--- config.mk ---
export PLATFORM = sky130hd
export DESIGN_NAME = request_arbiter_l2
export DESIGN_NICKNAME = d
export VERILOG_FILES = /design/src/rtl/request_arbiter_l2.sv
export SDC_FILE = /design/constraint.sdc
export NUM_CORES = 1
export LEC_CHECK = 0
export BUFFER_PORTS_ARGS = -buffer_cell sky130_fd_sc_hd__buf_4
export CAP_MARGIN = 40
export CORE_AREA = 2 2 171 173
export CTS_CLUSTER_DIAMETER = 150
export DETAILED_ROUTE_END_ITERATION = 8
export DIE_AREA = 0 0 173 175
export GPL_TIMING_DRIVEN = 0
export PLACE_DENSITY = 0.55
export SYNTH_ARGS = -nofsm -noshare
export SYNTH_HDL_FRONTEND = slang
export SYNTH_SLANG_ARGS = --single-unit
--- constraint.sdc ---
create_clock -name clk -period 3.6 [get_ports clk]
set_input_delay 1.08 -clock clk [delete_from_list [all_inputs] [get_ports clk]]
set_output_delay 1.08 -clock clk [all_outputs]
set_load 0.02 [all_outputs]
--- src/rtl/request_arbiter_l2.sv ---
// Round-robin arbiter funnelling N_MASTER request initiators into one L2 bank port
// through a one-entry output register with single-cycle grant-to-request latency.
module request_arbiter_l2 #(
    parameter int N_MASTER   = 4,
    parameter int ADDR_WIDTH = 12,
    parameter int DATA_WIDTH = 64,
    parameter int BE_WIDTH   = DATA_WIDTH / 8,
    parameter int ID_WIDTH   = N_MASTER
) (
    input  logic                             clk,
    input  logic                             rst_n,
    input  logic [N_MASTER-1:0]              data_req_i,
    input  logic [N_MASTER*ADDR_WIDTH-1:0]   data_add_i,
    input  logic [N_MASTER-1:0]              data_wen_i,
    input  logic [N_MASTER*DATA_WIDTH-1:0]   data_wdata_i,
    input  logic [N_MASTER*BE_WIDTH-1:0]     data_be_i,
    output logic [N_MASTER-1:0]              data_gnt_o,
    output logic                             data_req_o,
    output logic [ADDR_WIDTH-1:0]            data_add_o,
    output logic                             data_wen_o,
    output logic [DATA_WIDTH-1:0]            data_wdata_o,
    output logic [BE_WIDTH-1:0]              data_be_o,
    output logic [ID_WIDTH-1:0]              data_ID_o,
    input  logic                             data_gnt_i
);

    localparam int PTR_W = (N_MASTER > 1) ? $clog2(N_MASTER) : 1;

    typedef enum logic {EMPTY, FULL} state_t;

    state_t                state_q, state_d;
    logic [PTR_W-1:0]      ptr_q, ptr_d;
    logic [ADDR_WIDTH-1:0] add_q, add_d;
    logic                  wen_q, wen_d;
    logic [DATA_WIDTH-1:0] wdata_q, wdata_d;
    logic [BE_WIDTH-1:0]   be_q, be_d;
    logic [ID_WIDTH-1:0]   id_q, id_d;

    logic                  slot_free;
    logic                  found;
    logic [PTR_W-1:0]      idx;
    logic [PTR_W-1:0]      win;
    logic [N_MASTER-1:0]   gnt;

    always_comb begin
        // NOTE: every signal written here gets a default first so no path leaves
        // it unassigned, which would otherwise infer a latch.
        slot_free = (state_q == EMPTY) || data_gnt_i;
        found     = 1'b0;
        idx       = '0;
        win       = '0;
        gnt       = '0;
        state_d   = state_q;
        ptr_d     = ptr_q;
        add_d     = add_q;
        wen_d     = wen_q;
        wdata_d   = wdata_q;
        be_d      = be_q;
        id_d      = id_q;

        // NOTE: blocking assignments inside always_comb let the search carry
        // 'found' from one iteration to the next within the same evaluation.
        if (slot_free) begin
            for (int i = 0; i < N_MASTER; i++) begin
                idx = ptr_q + PTR_W'(i);
                if (!found && data_req_i[idx]) begin
                    found = 1'b1;
                    win   = idx;
                end
            end
        end

        if (found) begin
            gnt[win] = 1'b1;
            state_d  = FULL;
            ptr_d    = win + PTR_W'(1);
            add_d    = data_add_i[int'(win)*ADDR_WIDTH +: ADDR_WIDTH];
            wen_d    = data_wen_i[win];
            wdata_d  = data_wdata_i[int'(win)*DATA_WIDTH +: DATA_WIDTH];
            be_d     = data_be_i[int'(win)*BE_WIDTH +: BE_WIDTH];
            id_d     = ID_WIDTH'(1) << win;
        end else if (state_q == FULL && data_gnt_i) begin
            state_d = EMPTY;
        end
    end

    // NOTE: the payload flops carry the async reset too, since their contents
    // are visible on the outputs and must read zero while rst_n is low.
    always_ff @(posedge clk or negedge rst_n) begin
        if (!rst_n) begin
            state_q <= EMPTY;
            ptr_q   <= '0;
            add_q   <= '0;
            wen_q   <= 1'b0;
            wdata_q <= '0;
            be_q    <= '0;
            id_q    <= '0;
        end else begin
            // NOTE: non-blocking so all flops sample the pre-edge values together.
            state_q <= state_d;
            ptr_q   <= ptr_d;
            add_q   <= add_d;
            wen_q   <= wen_d;
            wdata_q <= wdata_d;
            be_q    <= be_d;
            id_q    <= id_d;
        end
    end

    // Grants are suppressed during reset so a discarded request is never re-granted.
    assign data_gnt_o   = rst_n ? gnt : '0;
    assign data_req_o   = (state_q == FULL);
    assign data_add_o   = add_q;
    assign data_wen_o   = wen_q;
    assign data_wdata_o = wdata_q;
    assign data_be_o    = be_q;
    assign data_ID_o    = id_q;

endmodule

# Word-level counts from Yosys, hierarchy flattened
# Index checks and enable logic that the tools add are counted.
totals:
  ff_bits: 92
  output_inout_bits: 94
classes:
  shift: 4
  order_cmp: 6
  n_reduce_logical: 10
  addsub: 4
  n_mul: 1
  mux: 29
  bitwise_logic: 1
ops:
  columns: ["cell", "n"]
  rows:
  - ["$shiftx A256 B9 Y64", 1]
  - ["$shiftx A48 B7 Y12", 1]
  - ["$shiftx A32 B6 Y8", 1]
  - ["$mux W1", 16]
  - ["$lt A2 B3 Y1 const B", 5]
  - ["$bmux W1 S2", 5]
  - ["$mux W2", 5]
  - ["$mux W4", 2]
  - ["$logic_and A1 B1 Y1", 5]
  - ["$add A2 B1 Y2 const B", 2]
  - ["$add A2 B2 Y2 const B", 2]
  - ["$mul A2 B2 Y4 const B", 1]
  - ["$shl A1 B2 Y4 const A", 1]
  - ["$logic_not A1 Y1", 3]
  - ["$demux W1 S2", 1]
  - ["$ge A2 B1 Y1 const B", 1]
  - ["$reduce_bool A2 Y1", 1]
  - ["$logic_or A1 B1 Y1", 1]
  - ["$not A1 Y1", 1]

# Longest topological paths before layout
# Gate-level depths: netlist (run 1).
logic_depth:
  ltp_word: 22
  ltp_mapped: 10

# Least setup slack after synthesis (run 1)
# Ideal clock, no wire load.
synth_timing:
  path_type: "input to output"
  startpoint: "in data_req_i[2]"
  endpoint: "out data_gnt_o[0]"
  t_arrival_ps: 2579
  cell_stages: 9
  slack_ps: -59
  cell_sequence: "nor4_2 -> a21o_1 -> buf_4 -> nor3_4 -> inv_2 -> buf_4 -> buf_4 -> ha_1 -> and3_1"
synth_between:
  elab_chain_cells: 22
  elab_cells_between_ends: 34
synth_rtl:
  columns: ["element", "line", "rtl"]
  rows:
  - ["start, declared", "12", "input logic [N_MASTER-1:0] data_req_i,"]
  - ["$bmux W1 S2", "66", "if (!found && data_req_i[idx]) begin"]
  - ["$mux W1 (not written as such)", "66", null]
  - ["$mux W1", "66", null]
  - ["$mux W1", "63", "if (slot_free) begin"]
  - ["$logic_not A1 Y1", "66", null]
  - ["$logic_and A1 B1 Y1", "66", null]
  - ["$mux W1", "66", null]
  - ["$mux W1", "63", null]
  - ["(+6 left out)", null, null]
  - ["$mux W2", "66", null]
  - ["$mux W2", "63", null]
  - ["$lt A2 B3 Y1 (not written as such) or $ge A2 B1 Y1 (tied branches)", "74", "gnt[win] = 1'b1;"]
  - ["$logic_and A1 B1 Y1 (not written as such)", "74", null]
  - ["$mux W1 (not written as such)", "74", null]
  - ["$demux W1 S2", "74", null]
  - ["$mux W4 *", "73", "if (found) begin"]
  - ["$mux W4 *", "111", "assign data_gnt_o = rst_n ? gnt : '0;"]
  - ["end, declared", "17", "output logic [N_MASTER-1:0] data_gnt_o,"]
# Mark *: on every way between the ends. The rest lies on a longest branch, timed or not. The select of a mux whose other input is x is not followed.

# Worst setup path in the final report (run 1)
layout_timing:
  startpoint: "in data_req_i[3]"
  endpoint: "out data_gnt_o[0]"
# The elaborated chain is that of the path after synthesis.

==> flow_summary_export.csv, run 1 <==
group,metric,value,unit
status,outcome,"completed",
clocking,cts_tree,"yes",
finish,fin_cells,1466,
placement,gp_congestion,0.870,
setup_path,endpoint_kind,"primary output",
synth,synth_cell_types,29,
clocking,htreeDepth,3,
global_routing,grt_antenna_before_repair,0,
synth,synth_area_leaders,"dfrtp_1 40%, mux2i_1 15%, o32ai_1 9.7%, a211oi_1 8.3%, a21oi_1 5.9%",
timing,hold_violations,0,
setup_path,cp.arrival,2.48,ns
setup_path,crit_type,"in -> out",
placement,dp_hpwl,23800,um
power,p_sw,0.00213,W
finish,n_fill_cell,2977,
synth,ys_ff_latch,92,
power,powerDensity,524,nW/um2
timing,slew-limit-headroom,47.3,%
timing,worst_pin_slew,0.790,ns
finish,final_common_cell,"buf_4",
finish,nets,1428,
global_routing,grt_use_total,19.4,%
timing,setup-tns-final,0,ns
floorplanning,num_rows,62,
synth,syn_nets,964,
synth,syn_inst,613,
timing,timing.fmax,281,MHz
timing,setup_violations,0,
timing,rsz0062_at_grt,"true",
setup_path,cp-start-kind,"input pin",
power,p_seq_share,29.8,%
global_routing,grt_pass1_vias,7436,
power,total_power,0.00534,W
routing,drc_errors,0,
global_routing,grt_remaining_overflow,0,
global_routing,grt_pass1_wl,45400,um
floorplanning,start_util,20.3,%
clocking,cts_num_sinks,92,
synth,synth_top_area_cell,"dfrtp_1",
power,vdd.ir_drop.worst,0.234,mV
flow_run,maxCapViolations,0,
power,leakagePower,4.98,nW
routing,drt-pass1-iter-count,4,
timing,fin_crit_sh,98.9,%
placement,placed_cells,1439,
synth,avgSynthCellArea,9.40,um2
timing,fin_crit,3.56,ns
clocking,cts.path.max_buffers,2,
setup_path,crit_required,2.52,ns
timing,finClkSkew,0.0118,ns
clocking,cts_buffers,9,
min_path,hold_path.class,"reg -> reg",
power,p_sw_share,39.9,%
finish,drive_gt1_share,46.4,%
floorplanning,ios,441,
finish,fin_util,35.9,%
finish,mostFrequentLayoutCells,"451 x buf_4, 92 x dfrtp_1, 86 x mux2i_1",
synth,post-synth-top-area-fraction,39.9,%
power,p_clk_share,21.3,%
synth,synth-warning-count,0,
floorplanning,core,28400,um2
floorplanning,die_h,175,um
power,p_int,0.00321,W
synth,syn-cell-area,5760,um2
routing,vias,7091,
routing,first_iter_violations,300,
power,p_comb_share,48.9,%
synth,yosysSeqAreaShare,39.9,%
global_routing,grt_max_degree,51,
routing,ant_nets,0,
clocking,cts.clk_slew.worst_paths,0.07,ns
floorplanning,dieArea,30300,um2
placement,io_buffers,440,
routing,wirelength,30500,um
setup_path,critical_path_peak_fanout,6,
clocking,clock-root-buffer,"clkbuf_16",
routing,wl_per_cell,20.8,um
finish,syn_to_final_growth,76.8,%
routing,via_per_inst,4.84,
clocking,clk_latency,0.35,ns
finish,antennaDiodeCount,0,
timing,fin_hold_ws,0.482,ns
floorplanning,die_w,173,um
timing,drv_slew,0,
clocking,ctsHoldBuffers,0,
## cells in the mapped netlist
library cell	count
buf_2	9
clkbuf_1	42
buf_1	1
inv_2	3
o22ai_1	21
o32ai_1	64
nor3_4	1
a21o_1	1
nand2b_1	2
o21bai_1	1
nand3b_1	1
o211a_1	1
o21ai_1	2
nor2_1	69
mux2i_1	86
nor4_2	1
o2bb2ai_1	1
buf_4	10
nand2_1	38
nor4bb_1	2
dfrtp_1	92
or2_1	1
inv_1	2
a211oi_1	64
a221oi_1	1
a21oi_1	68
o221ai_1	21
and3_1	4
ha_1	4
## cells by family (layout without fill, tap and decap cells)
logic type,Yosys count,after routing,share of synthesized area (%)
and+or+nand+nor,119,119,8.70
buffers and inverters,67,536,5.21
adders and majority gates,4,4,0.868
AOI/OAI and AO/OA,245,245,30.3
DFF,92,92,39.9
muxes,86,86,14.9
## through the flow
step                      setup slack, ns  cell area [um2]
after global routing              -0.0184            10200
after global placement             -0.729             9550
after detailed placement           -0.732             9590
after floorplan                    0.0123             5770
after CTS                          0.0105            10100
final                              0.0398            10200
## worst max-delay path, stage by stage
cell,delay [ns]
buf_6,0.10
nor4_4,0.05
a21o_1,0.18
buf_12,0.13
nor3_4,0.26
inv_4,0.08
buf_12,0.14
ha_4,0.16
and3_4,0.16
buf_6,0.12
## metal layers
metal  wire, um  part of all wire, %  up-vias  global-route usage [%]
li1           -                    -     3340                       -
met1      12800                   42     3455                    24.5
met2      15400                   50      269                    33.9
met3       1790                  5.9       27                    4.40
met4        482                  1.6        0                    3.99
met5          0                    0        -                       0
## cell type report
class	count	area [um2]	area share (%)
timing repair buffer	455	3500	34.4
multi-input combinational	454	3230	31.7
sequential	92	2300	22.6
tap	384	480	4.72
buffer	60	315	3.09
clock buffer	12	236	2.32
clock inverter	4	97.6	0.958
inverter	5	23.8	0.233
## state kept, by name, indices dropped and copies added, names as in the netlist
name,cells
data_wen_o,1
data_be_o,8
data_wdata_o,64
data_ID_o,4
data_req_o,1
data_add_o,12
ptr_q,2
## final timing paths
path | startpoint | to | slack [ns] | cells past startpoint
hold / removal | data_ID_o[2] | data_ID_o[2] | 0.48 | 2
min in group asynchronous | rst_n | data_add_o[11] | 0.77 | 1
setup reg to reg | ptr_q[1] | data_wdata_o[59] | 0.84 | 8
setup / recovery | data_req_i[3] | data_gnt_o[0] | 0.04 | 10
max in group asynchronous | rst_n | data_wdata_o[33] | 2.12 | 2
hold reg to reg | data_ID_o[2] | data_ID_o[2] | 0.48 | 2
## power groups by stage
stage / combinational [W] / sequential, W / clock (W)
after floorplan: 0.000952 / 0.00194 / 0
after global placement: 0.00253 / 0.00159 / 0
after detailed placement: 0.00255 / 0.00160 / 0
after CTS: 0.00262 / 0.00159 / 0.00117
after global routing: 0.00280 / 0.00164 / 0.00121
final: 0.00261 / 0.00159 / 0.00114
## timing repair
action,4_1_cts,5_1_grt
endpoints found under the setup margin,4,4
gates resized for setup,21,15
pin swaps,4,4
buffers inserted,8,4
cloned,1,0
Note: power is estimated with default switching activity, not from simulation.
==> inputs of run 2 (changes only) <==
--- a/config.mk
+++ b/config.mk
@@ -7,12 +7,12 @@
 export LEC_CHECK = 0
 export BUFFER_PORTS_ARGS = -buffer_cell sky130_fd_sc_hd__buf_4
 export CAP_MARGIN = 40
-export CORE_AREA = 2 2 171 173
+export CORE_AREA = 2 2 172 174
 export CTS_CLUSTER_DIAMETER = 150
 export DETAILED_ROUTE_END_ITERATION = 8
-export DIE_AREA = 0 0 173 175
+export DIE_AREA = 0 0 174 176
 export GPL_TIMING_DRIVEN = 0
-export PLACE_DENSITY = 0.55
+export PLACE_DENSITY = 0.53
 export SYNTH_ARGS = -nofsm -noshare
 export SYNTH_HDL_FRONTEND = slang
 export SYNTH_SLANG_ARGS = --single-unit
==> constraint.sdc (replaced) <==
create_clock -name clk -period 4.1 [get_ports clk]
set_input_delay 1.23 -clock clk [delete_from_list [all_inputs] [get_ports clk]]
set_output_delay 1.23 -clock clk [all_outputs]
set_load 0.02 [all_outputs]
==> run 2 against run 1 <==
Against the previous run: register-to-register slack gained 0.65 ns; sequential share of layout area grew 0.47 points; global-route usage shrank 0.27 points; worst setup slack gained 0.053 ns; non-clock buffer count shrank 6; sequential power shrank 12%; highest routed layer unchanged.
==> flow_summary_export.csv, run 2 (synthesized netlist as in run 1, its figures left out) <==
group,metric,value,unit
finish,largest_reg_flops,64,
setup_path,critical_path_peak_fanout,6,
setup_path,cp_num_buf_inv,5,
clocking,htreeDepth,3,
global_routing,grt_pass1_vias,7371,
timing,slew-limit-headroom,48.1,%
routing,ant_nets,0,
clocking,cts.path.max_buffers,2,
timing,hold_violations,0,
finish,mostFrequentLayoutCells,"455 x buf_4, 92 x dfrtp_1, 86 x mux2i_1",
finish,n_fill_cell,3040,
setup_path,crit_path_max_incr_delay,0.26,ns
timing,fin_crit,4.01,ns
global_routing,grt_antenna_before_repair,2,
flow_run,maxCapViolations,0,
clocking,cts_num_sinks,92,
setup_path,crit_type,"in -> out",
setup_path,cp.arrival,2.78,ns
finish,multi_input_area,3170,um2
global_routing,grt_use_total,19.1,%
power,powerDensity,454,nW/um2
timing,fin_ws,0.0932,ns
setup_path,endpoint_kind,"primary output",
timing,fin_crit_sh,97.7,%
routing,wl_per_cell,20.6,um
clocking,clock-root-buffer,"clkbuf_16",
timing,drv_slew,0,
floorplanning,ios,441,
placement,dp_slack,-0.599,ns
finish,syn_to_final_growth,73.2,%
clocking,cts.clk_slew.worst_paths,0.06,ns
timing,setup_violations,0,
global_routing,grt_max_degree,51,
clocking,cts_tree,"yes",
global_routing,grt_pass1_wl,44900,um
clocking,clk_latency,0.36,ns
placement,io_buffers,440,
setup_path,path_cells,"buf_4 > nor4_4 > a21o_1 > buf_12 > nor3_4 > clkinv_4 > buf_12 > ha_1 > and3_1 > buf_4",
routing,first_iter_violations,304,
routing,vias,7072,
setup_path,crit_family,"buffers and inverters",
setup_path,cp-start-kind,"input pin",
setup_path,crit_required,2.87,ns
finish,nets,1422,
setup_path,crit_slowest_cell,"nor3_4",
routing,via_per_inst,4.84,
placement,gp_congestion,0.827,
placement,dp_hpwl,23800,um
floorplanning,start_util,20.2,%
timing,worst_pin_slew,0.778,ns
finish,finalInstanceArea,9980,um2
power,vdd.ir_drop.worst,0.174,mV
routing,drc_errors,0,
global_routing,grt_remaining_overflow,0,
routing,wirelength,30200,um
power,leakagePower,4.91,nW
floorplanning,core,28500,um2
timing,timing.fmax,250,MHz
floorplanning,die_w,174,um
clocking,ctsHoldBuffers,0,
status,outcome,"completed",
timing,rsz0062_at_grt,"false",
finish,seqCellArea,2300,um2
floorplanning,num_rows,62,
clocking,cts_buffers,9,
min_path,hold_path.class,"reg -> reg",
routing,drt-pass1-iter-count,4,
placement,placed_cell_area,9590,um2
finish,drive_gt1_share,45.4,%
floorplanning,dieArea,30600,um2
floorplanning,die_h,176,um
timing,finClkSkew,0.0180,ns
finish,fin_util,35.0,%
finish,final_common_cell,"buf_4",
run 2: routing by layer:
| layer | up-vias | global-route usage, % | part of all wire (%) |
|---|---|---|---|
| li1 | 3328 | - | - |
| met5 | - | 0 | 0 |
| met3 | 19 | 3.70 | 6.3 |
| met2 | 284 | 34.2 | 51 |
| met1 | 3441 | 23.6 | 41 |
| met4 | 0 | 5.11 | 1.5 |
run 2: final timing paths:
kind	start	cells past startpoint	slack, ns	to
min in group asynchronous	rst_n	1	0.90	data_wdata_o[52]
worst min register to register	data_ID_o[3]	2	0.49	data_ID_o[3]
max in group asynchronous	rst_n	2	2.48	data_wdata_o[54]
worst max register to register	ptr_q[1]	7	1.49	data_add_o[2]
worst min-delay path	data_ID_o[3]	2	0.49	data_ID_o[3]
worst max-delay path	data_req_i[3]	10	0.09	data_gnt_o[0]
run 2: worst reg2reg max path: cells and delay by family, from the launching register on:
kind / cells / cell delay (ns)
multiplexers: 1 / 0.21
AO/OA/AOI/OAI: 3 / 0.58
flip-flops: 1 / 0.46
buffers and inverters: 2 / 0.65
AND/OR/NAND/NOR: 1 / 0.61
run 2: layout make-up:
type | instances | share of cell area, %
sequential | 92 | 23.1
inverter | 5 | 0.238
antenna | 2 | 0.0501
buffer | 60 | 3.03
timing repair buffer | 449 | 34.0
multi-input combinational | 454 | 31.8
tap | 384 | 4.81
clock buffer | 10 | 2.29
clock inverter | 6 | 0.702
run 2: repair_timing:
item | CTS | global route
setup buffers | 4 | 3
setup endpoints to repair | 4 | 4
resized for setup | 13 | 9
pin swaps | 2 | 2
run 2: metrics by stage:
step                std cells  TNS (ns)  total power, W  hold WS, ns
floorplan                 613         0         0.00254        0.563
global placement         1437     -1.86         0.00361        0.468
detailed placement       1439     -1.89         0.00364        0.472
CTS                      1458         0         0.00460        0.489
global route             1461         0         0.00479        0.509
finish                   1462         0         0.00453        0.488
run 2: where the power goes:
part | switching [W] | internal (W)
Sequential | 0.000219 | 0.00118
Combinational | 0.00123 | 0.00100
Clock | 0.000421 | 0.000482
Total | 0.00187 | 0.00266
